File: src/rtl/parking_gate_ctrl_if.sv
// Sensor, card-reader, space-flag and event signals between the field,
// the gate controller and the Parking occupancy block.
interface parking_gate_ctrl_if;
  logic ent_arrive;
  logic ext_arrive;
  logic ent_pass;
  logic ext_pass;
  logic ent_uni;
  logic ext_uni;
  logic uni_is_vacated_space;
  logic is_vacated_space;
  logic ent_barrier_up;
  logic ext_barrier_up;
  logic ent_full;
  logic car_entered;
  logic car_exited;
  logic is_uni_car_entered;
  logic is_uni_car_exited;
  logic timeout;

  modport master (
    output ent_arrive, ext_arrive, ent_pass, ext_pass, ent_uni, ext_uni,
           uni_is_vacated_space, is_vacated_space,
    input  ent_barrier_up, ext_barrier_up, ent_full, car_entered, car_exited,
           is_uni_car_entered, is_uni_car_exited, timeout
  );

  modport slave (
    input  ent_arrive, ext_arrive, ent_pass, ext_pass, ent_uni, ext_uni,
           uni_is_vacated_space, is_vacated_space,
    output ent_barrier_up, ext_barrier_up, ent_full, car_entered, car_exited,
           is_uni_car_entered, is_uni_car_exited, timeout
  );
endinterface

File: src/rtl/parking_gate_ctrl.sv
// Entrance/exit barrier controller: sensor debouncing, two lane FSMs and an
// event arbiter producing one car_entered/car_exited pulse per passing car.
module pgc_debounce #(
  parameter int DEBOUNCE = 4
) (
  input  logic clk,
  input  logic rst_n,
  input  logic i_raw,
  output logic o_level
);
  localparam int CW = (DEBOUNCE > 1) ? $clog2(DEBOUNCE) : 1;

  logic [1:0]    r_sync;
  logic [CW-1:0] r_cnt;
  logic          r_level;

  always_ff @(posedge clk or negedge rst_n) begin
    if (!rst_n) begin
      r_sync  <= 2'b00;
      r_cnt   <= '0;
      r_level <= 1'b0;
    end else begin
      r_sync <= {r_sync[0], i_raw};
      if (r_sync[1] == r_level) begin
        r_cnt <= '0;
      end else if (r_cnt == CW'(DEBOUNCE - 1)) begin
        r_level <= r_sync[1];
        r_cnt   <= '0;
      end else begin
        r_cnt <= r_cnt + CW'(1);
      end
    end
  end

  assign o_level = r_level;
endmodule

// state   | meaning
// IDLE    | barrier down, waiting for a car on the arrive loop
// GRANT   | one cycle: latch card flag, decide open or refuse
// REFUSED | entrance only: category full, lamp on until car leaves
// OPEN    | barrier up, waiting for the pass loop or the timeout
// PASSING | car under the barrier, no timeout
// HOLD    | barrier down for CLOSE_HOLD, then wait for arrive to clear
module pgc_lane #(
  parameter bit IS_ENTRY     = 1'b1,
  parameter int OPEN_TIMEOUT = 200,
  parameter int CLOSE_HOLD   = 8
) (
  input  logic clk,
  input  logic rst_n,
  input  logic i_arrive,
  input  logic i_pass,
  input  logic i_uni,
  input  logic i_uni_space,
  input  logic i_space,
  output logic o_barrier_up,
  output logic o_full,
  output logic o_req,
  output logic o_uni,
  output logic o_timeout
);
  typedef enum logic [2:0] {
    S_IDLE, S_GRANT, S_REFUSED, S_OPEN, S_PASSING, S_HOLD
  } state_t;

  state_t     r_state;
  state_t     w_next;
  logic [7:0] r_cnt;
  logic       r_req;
  logic       r_uni;
  logic       r_timeout;
  logic       w_allowed;
  logic       w_open_expired;
  logic       w_hold_done;

  assign w_allowed      = i_uni ? i_uni_space : i_space;
  assign w_open_expired = (r_cnt == 8'(OPEN_TIMEOUT));
  assign w_hold_done    = (r_cnt >= 8'(CLOSE_HOLD));

  always_ff @(posedge clk or negedge rst_n) begin
    if (!rst_n) r_state <= S_IDLE;
    else        r_state <= w_next;
  end

  always_comb begin
    w_next = r_state;
    case (r_state)
      S_IDLE:    if (i_arrive) w_next = S_GRANT;
      S_GRANT:   w_next = (!IS_ENTRY || w_allowed) ? S_OPEN : S_REFUSED;
      S_REFUSED: if (!i_arrive) w_next = S_IDLE;
      S_OPEN: begin
        if (i_pass)              w_next = S_PASSING;
        else if (w_open_expired) w_next = S_HOLD;
      end
      S_PASSING: if (!i_pass) w_next = S_HOLD;
      S_HOLD:    if (w_hold_done && !i_arrive) w_next = S_IDLE;
      default:   w_next = S_IDLE;
    endcase
  end

  // Counter restarts on every state change; it saturates so a car parked
  // on the arrive loop in HOLD never wraps it back below CLOSE_HOLD.
  always_ff @(posedge clk or negedge rst_n) begin
    if (!rst_n) begin
      r_cnt     <= 8'd0;
      r_req     <= 1'b0;
      r_uni     <= 1'b0;
      r_timeout <= 1'b0;
    end else begin
      if (r_state != w_next)  r_cnt <= 8'd0;
      else if (r_cnt != 8'hFF) r_cnt <= r_cnt + 8'd1;
      r_req     <= (r_state == S_PASSING) && !i_pass;
      r_timeout <= (r_state == S_OPEN) && !i_pass && w_open_expired;
      if (r_state == S_GRANT) r_uni <= i_uni;
    end
  end

  always_comb begin
    o_barrier_up = 1'b0;
    o_full       = 1'b0;
    case (r_state)
      S_OPEN, S_PASSING: o_barrier_up = 1'b1;
      S_REFUSED:         o_full       = IS_ENTRY;
      default:           ;
    endcase
  end

  assign o_req     = r_req;
  assign o_uni     = r_uni;
  assign o_timeout = r_timeout;
endmodule

module parking_gate_ctrl #(
  parameter int DEBOUNCE     = 4,
  parameter int OPEN_TIMEOUT = 200,
  parameter int CLOSE_HOLD   = 8
) (
  input logic               clk,
  input logic               start,
  parking_gate_ctrl_if.slave bus
);
  logic w_ent_arrive, w_ent_pass, w_ext_arrive, w_ext_pass;
  logic w_ent_req, w_ent_uni, w_ent_to;
  logic w_ext_req, w_ext_uni, w_ext_to;
  logic w_ent_act;
  logic r_ent_pend;
  logic r_car_entered, r_car_exited;
  logic r_uni_entered, r_uni_exited;

  pgc_debounce #(.DEBOUNCE(DEBOUNCE)) u_db_ent_arrive (
    .clk(clk), .rst_n(start), .i_raw(bus.ent_arrive), .o_level(w_ent_arrive));
  pgc_debounce #(.DEBOUNCE(DEBOUNCE)) u_db_ent_pass (
    .clk(clk), .rst_n(start), .i_raw(bus.ent_pass), .o_level(w_ent_pass));
  pgc_debounce #(.DEBOUNCE(DEBOUNCE)) u_db_ext_arrive (
    .clk(clk), .rst_n(start), .i_raw(bus.ext_arrive), .o_level(w_ext_arrive));
  pgc_debounce #(.DEBOUNCE(DEBOUNCE)) u_db_ext_pass (
    .clk(clk), .rst_n(start), .i_raw(bus.ext_pass), .o_level(w_ext_pass));

  pgc_lane #(.IS_ENTRY(1'b1), .OPEN_TIMEOUT(OPEN_TIMEOUT), .CLOSE_HOLD(CLOSE_HOLD)) u_ent (
    .clk(clk), .rst_n(start), .i_arrive(w_ent_arrive), .i_pass(w_ent_pass),
    .i_uni(bus.ent_uni), .i_uni_space(bus.uni_is_vacated_space),
    .i_space(bus.is_vacated_space), .o_barrier_up(bus.ent_barrier_up),
    .o_full(bus.ent_full), .o_req(w_ent_req), .o_uni(w_ent_uni), .o_timeout(w_ent_to));

  logic w_ext_full_unused;
  pgc_lane #(.IS_ENTRY(1'b0), .OPEN_TIMEOUT(OPEN_TIMEOUT), .CLOSE_HOLD(CLOSE_HOLD)) u_ext (
    .clk(clk), .rst_n(start), .i_arrive(w_ext_arrive), .i_pass(w_ext_pass),
    .i_uni(bus.ext_uni), .i_uni_space(bus.uni_is_vacated_space),
    .i_space(bus.is_vacated_space), .o_barrier_up(bus.ext_barrier_up),
    .o_full(w_ext_full_unused), .o_req(w_ext_req), .o_uni(w_ext_uni), .o_timeout(w_ext_to));

  // Exit wins a collision; the entry event is parked for one cycle. A lane
  // cannot request again within CLOSE_HOLD, so one pending slot suffices.
  assign w_ent_act = w_ent_req | r_ent_pend;

  always_ff @(posedge clk or negedge start) begin
    if (!start) begin
      r_ent_pend    <= 1'b0;
      r_car_entered <= 1'b0;
      r_car_exited  <= 1'b0;
      r_uni_entered <= 1'b0;
      r_uni_exited  <= 1'b0;
    end else begin
      r_car_exited  <= w_ext_req;
      r_car_entered <= w_ent_act && !w_ext_req;
      r_ent_pend    <= w_ent_act && w_ext_req;
      if (w_ext_req)               r_uni_exited  <= w_ext_uni;
      if (w_ent_act && !w_ext_req) r_uni_entered <= w_ent_uni;
    end
  end

  assign bus.car_entered        = r_car_entered;
  assign bus.car_exited         = r_car_exited;
  assign bus.is_uni_car_entered = r_uni_entered;
  assign bus.is_uni_car_exited  = r_uni_exited;
  assign bus.timeout            = w_ent_to | w_ext_to;
endmodule

File: src/flat_wrapper.sv
// flat-port wrapper written by rule: the top's interface ports become plain ports
module parking_gate_ctrl_flat 
#(
  parameter int DEBOUNCE     = 4,
  parameter int OPEN_TIMEOUT = 200,
  parameter int CLOSE_HOLD   = 8
)
  (clk, start, bus_ent_arrive, bus_ext_arrive, bus_ent_pass, bus_ext_pass, bus_ent_uni, bus_ext_uni, bus_uni_is_vacated_space, bus_is_vacated_space, bus_ent_barrier_up, bus_ext_barrier_up, bus_ent_full, bus_car_entered, bus_car_exited, bus_is_uni_car_entered, bus_is_uni_car_exited, bus_timeout);
  parking_gate_ctrl_if bus_i ();
  input logic clk;
  input logic start;
  input wire logic [$bits(bus_i.ent_arrive)-1:0] bus_ent_arrive;
  input wire logic [$bits(bus_i.ext_arrive)-1:0] bus_ext_arrive;
  input wire logic [$bits(bus_i.ent_pass)-1:0] bus_ent_pass;
  input wire logic [$bits(bus_i.ext_pass)-1:0] bus_ext_pass;
  input wire logic [$bits(bus_i.ent_uni)-1:0] bus_ent_uni;
  input wire logic [$bits(bus_i.ext_uni)-1:0] bus_ext_uni;
  input wire logic [$bits(bus_i.uni_is_vacated_space)-1:0] bus_uni_is_vacated_space;
  input wire logic [$bits(bus_i.is_vacated_space)-1:0] bus_is_vacated_space;
  output wire logic [$bits(bus_i.ent_barrier_up)-1:0] bus_ent_barrier_up;
  output wire logic [$bits(bus_i.ext_barrier_up)-1:0] bus_ext_barrier_up;
  output wire logic [$bits(bus_i.ent_full)-1:0] bus_ent_full;
  output wire logic [$bits(bus_i.car_entered)-1:0] bus_car_entered;
  output wire logic [$bits(bus_i.car_exited)-1:0] bus_car_exited;
  output wire logic [$bits(bus_i.is_uni_car_entered)-1:0] bus_is_uni_car_entered;
  output wire logic [$bits(bus_i.is_uni_car_exited)-1:0] bus_is_uni_car_exited;
  output wire logic [$bits(bus_i.timeout)-1:0] bus_timeout;
  assign bus_i.ent_arrive = bus_ent_arrive;
  assign bus_i.ext_arrive = bus_ext_arrive;
  assign bus_i.ent_pass = bus_ent_pass;
  assign bus_i.ext_pass = bus_ext_pass;
  assign bus_i.ent_uni = bus_ent_uni;
  assign bus_i.ext_uni = bus_ext_uni;
  assign bus_i.uni_is_vacated_space = bus_uni_is_vacated_space;
  assign bus_i.is_vacated_space = bus_is_vacated_space;
  assign bus_ent_barrier_up = bus_i.ent_barrier_up;
  assign bus_ext_barrier_up = bus_i.ext_barrier_up;
  assign bus_ent_full = bus_i.ent_full;
  assign bus_car_entered = bus_i.car_entered;
  assign bus_car_exited = bus_i.car_exited;
  assign bus_is_uni_car_entered = bus_i.is_uni_car_entered;
  assign bus_is_uni_car_exited = bus_i.is_uni_car_exited;
  assign bus_timeout = bus_i.timeout;
  parking_gate_ctrl #(.DEBOUNCE(DEBOUNCE), .OPEN_TIMEOUT(OPEN_TIMEOUT), .CLOSE_HOLD(CLOSE_HOLD)) u_core (.clk(clk), .start(start), .bus(bus_i));
endmodule
File: config.mk
export PLATFORM = sky130hd
export DESIGN_NAME = parking_gate_ctrl_flat
export DESIGN_NICKNAME = d
export VERILOG_FILES = /design/src/rtl/parking_gate_ctrl_if.sv /design/src/rtl/parking_gate_ctrl.sv /design/src/flat_wrapper.sv
export SDC_FILE = /design/constraint.sdc
export NUM_CORES = 1
export LEC_CHECK = 0
export ABC_AREA = 0
export BUFFER_PORTS_ARGS = -buffer_cell sky130_fd_sc_hd__buf_2
export CORE_MARGIN = 2
export CORE_UTILIZATION = 55
export CTS_CLUSTER_DIAMETER = 40
export DETAILED_ROUTE_END_ITERATION = 10
export PLACE_DENSITY = 0.73
export SYNTH_ARGS = -nofsm -noshare
export SYNTH_HDL_FRONTEND = slang
export SYNTH_HIERARCHICAL = 1
export SYNTH_SLANG_ARGS = --single-unit
export TNS_END_PERCENT = 50
File: constraint.sdc
create_clock -name clk -period 1.85 [get_ports clk]
set_input_delay 0.185 -clock clk [delete_from_list [all_inputs] [get_ports clk]]
set_output_delay 0.185 -clock clk [all_outputs]
set_load 0.02 [all_outputs]
==> results.sh <==
export IMPL_rsz0062_at_grt="false"
export IMPL_slew_viol_final=0
export IMPL_clkTransAtPathRegs_ns=0.09
export IMPL_numCtsBuffers=5
export IMPL_final_period_minus_worst_setup_slack_ns=1.70
export IMPL_coreArea_um2=4660
export IMPL_grt_overflow_total=0
export IMPL_grt_start_max_net_pins=23
export IMPL_r2r_setup_slack_ns=0.15
export IMPL_worstPathMaxFanout=8
export IMPL_min_period_over_period_pct=92.1
export IMPL_setup_viol=0
export IMPL_fill_cells=350
export IMPL_endpoint="u_core/u_ext/r_cnt[2]$_DFFE_PN0P_"
export IMPL_powerDensity_nw_per_um2=1360
export IMPL_outcome="completed"
export IMPL_fin_nets=283
export IMPL_hold_path_class="input pin to flip-flop"
export IMPL_fp_dieW_um=73.2
export IMPL_leakagePower_nw=1.33
export IMPL_initial_core_util_pct=56.5
export IMPL_area_delta_synth_final_pct=13.5
export IMPL_via_count=1843
export IMPL_r2r_end="u_core/u_ext/r_cnt[2]$_DFFE_PN0P_"
export IMPL_row_count=25
export IMPL_syn_nets=253
export IMPL_start_kind="flip-flop"
export IMPL_grt_pass1_wl_um=7580
export IMPL_syn_cell_area_um2=2630
export IMPL_die_h_um=73.2
export IMPL_place_gp_congestion=0.824
export IMPL_wirelength_um=4480
export IMPL_cp_required_ns=2.05
export IMPL_syn_inst=235
export IMPL_post_place_ws_ns=0.159
export IMPL_antenna_found_initial=0
export IMPL_viasPerCell=5.76
export IMPL_drt_iter0_drc=156
export IMPL_endpoint_kind="flip-flop"
export IMPL_fmax_ghz=0.587
export IMPL_ant_nets=0
export IMPL_slew_headroom_pct=63.6
export IMPL_die_area_um2=5350
export IMPL_route_detailed_drc=0
export IMPL_skew_ns=0.00511
export IMPL_peakVddDrop_uv=626
export IMPL_reg2reg_from="u_core/u_ext/r_cnt[6]$_DFFE_PN0P_"
export IMPL_drv_cap=0
export IMPL_total_power_w=0.00406
export IMPL_first_pass_iters=4
export IMPL_cts_sinks=53
export IMPL_h_tree_depth=2
export IMPL_wl_per_cell_um=14.0
export IMPL_arrival_ns=1.90
export IMPL_final_cell_mix="dfrtp_1 (53), buf_2 (17), nor2_1 (17), nor3_1 (12), o21ai_0 (11)"
export IMPL_tns_ns=0
export IMPL_n_antenna_cell=0
export IMPL_insertion_delay_ns=0.30
export IMPL_worstSetupStartpoint="u_core/u_ext/r_cnt[6]$_DFFE_PN0P_"
export IMPL_grt_pass1_vias=1666
export IMPL_cts_tree="done"
export IMPL_io_pin_count=18
export IMPL_track_usage_pct=18.5
export IMPL_syn_avg_cell_area_um2=11.2
export IMPL_cts_buffer_depth=2
export IMPL_root_buffer="clkbuf_8"
export IMPL_drive_above_1_share_pct=25.6
export IMPL_port_buffers=17
export IMPL_yosys_warnings=6
export IMPL_layout_commonest_cell="dfrtp_1"
export IMPL_tightest_slew_ns=0.543
export IMPL_hpwl_um=3210
export IMPL_critPathKind="flip-flop to flip-flop"
export IMPL_hold_viol_final=0
export IMPL_rr_worst_depth=4
export IMPL_finalWorstSetupSlack_ns=0.147
[registers in the layout, summed over array words and instances, names as in the netlist, 3 cells and up]
register,flops
u_core/u_ext/r_state,3
u_core/u_ent/r_state,3
u_core/u_ext/r_cnt,8
u_core/u_ent/r_cnt,8
[metrics by stage]
stage / instance area, um^2 / std cells / hold slack (ns) / utilization (%)
3_5_place_dp: 2810 / 307 / 0.160 / 60.3
3_3_place_gp: 2810 / 307 / 0.162 / 60.3
2_1_floorplan: 2630 / 235 / -0.111 / -
4_1_cts: 2980 / 320 / 0.0878 / 63.9
6_report: 2990 / 320 / 0.0961 / 64.1
5_1_grt: 2990 / 320 / 0.0865 / 64.1
[critical path, cell delays in order (launching register included)]
cell and delay (ns):
dfrtp_1 0.42, or4_1 0.54, o21ai_2 0.19, nor3b_2 0.13, nor4_1 0.32
[worst min-delay path by stage]
| stage | from | to | slack (ns) | cells after the start |
|---|---|---|---|---|
| 6_report | bus_ext_uni | u_core/u_ext/o_uni$_DFFE_PN0P_ | 0.1 | 2 |
| 5_1_grt | bus_ext_uni | u_core/u_ext/o_uni$_DFFE_PN0P_ | 0.09 | 2 |
| 4_1_cts | bus_ext_uni | u_core/u_ext/o_uni$_DFFE_PN0P_ | 0.09 | 2 |
| 3_5_place_dp | start | u_core/u_db_ext_arrive/r_cnt[1]$_DFF_PN0_ | 0.16 | 1 |
| 3_3_place_gp | start | u_core/u_db_ext_arrive/r_cnt[0]$_DFF_PN0_ | 0.16 | 1 |
| 2_1_floorplan | start | u_core/bus.car_entered$_DFF_PN0_ | -0.11 | 0 |
[layout make-up]
type	count	area (um^2)	area share, %
clock buffer	6	82.6	2.76
clock inverter	2	37.5	1.26
inverter	7	26.3	0.880
multi-input combinational	167	1240	41.6
sequential	53	1330	44.4
tap	54	67.6	2.26
timing repair buffer	31	203	6.79
[what timing repair did]
action	in CTS	in global routing
hold buffers	5	0
setup buffers	0	0
setup endpoints to repair	0	7
endpoints found under the hold margin	24	0
resized for setup	0	1
[layer usage]
layer,GRT usage (%),vias up,part of all wire [%]
met5,0,-,0
met4,5.76,0,1.5
met3,5.94,7,4.8
met2,26.8,44,45
met1,26.2,881,49
li1,-,911,-
[where the power goes]
group,total [W],internal [W],switching (W)
clock network,0.000809,0.000440,0.000369
logic,0.00145,0.000679,0.000767
registers,0.00180,0.00144,0.000362
No activity file was read; power rests on OpenSTA's default activity.
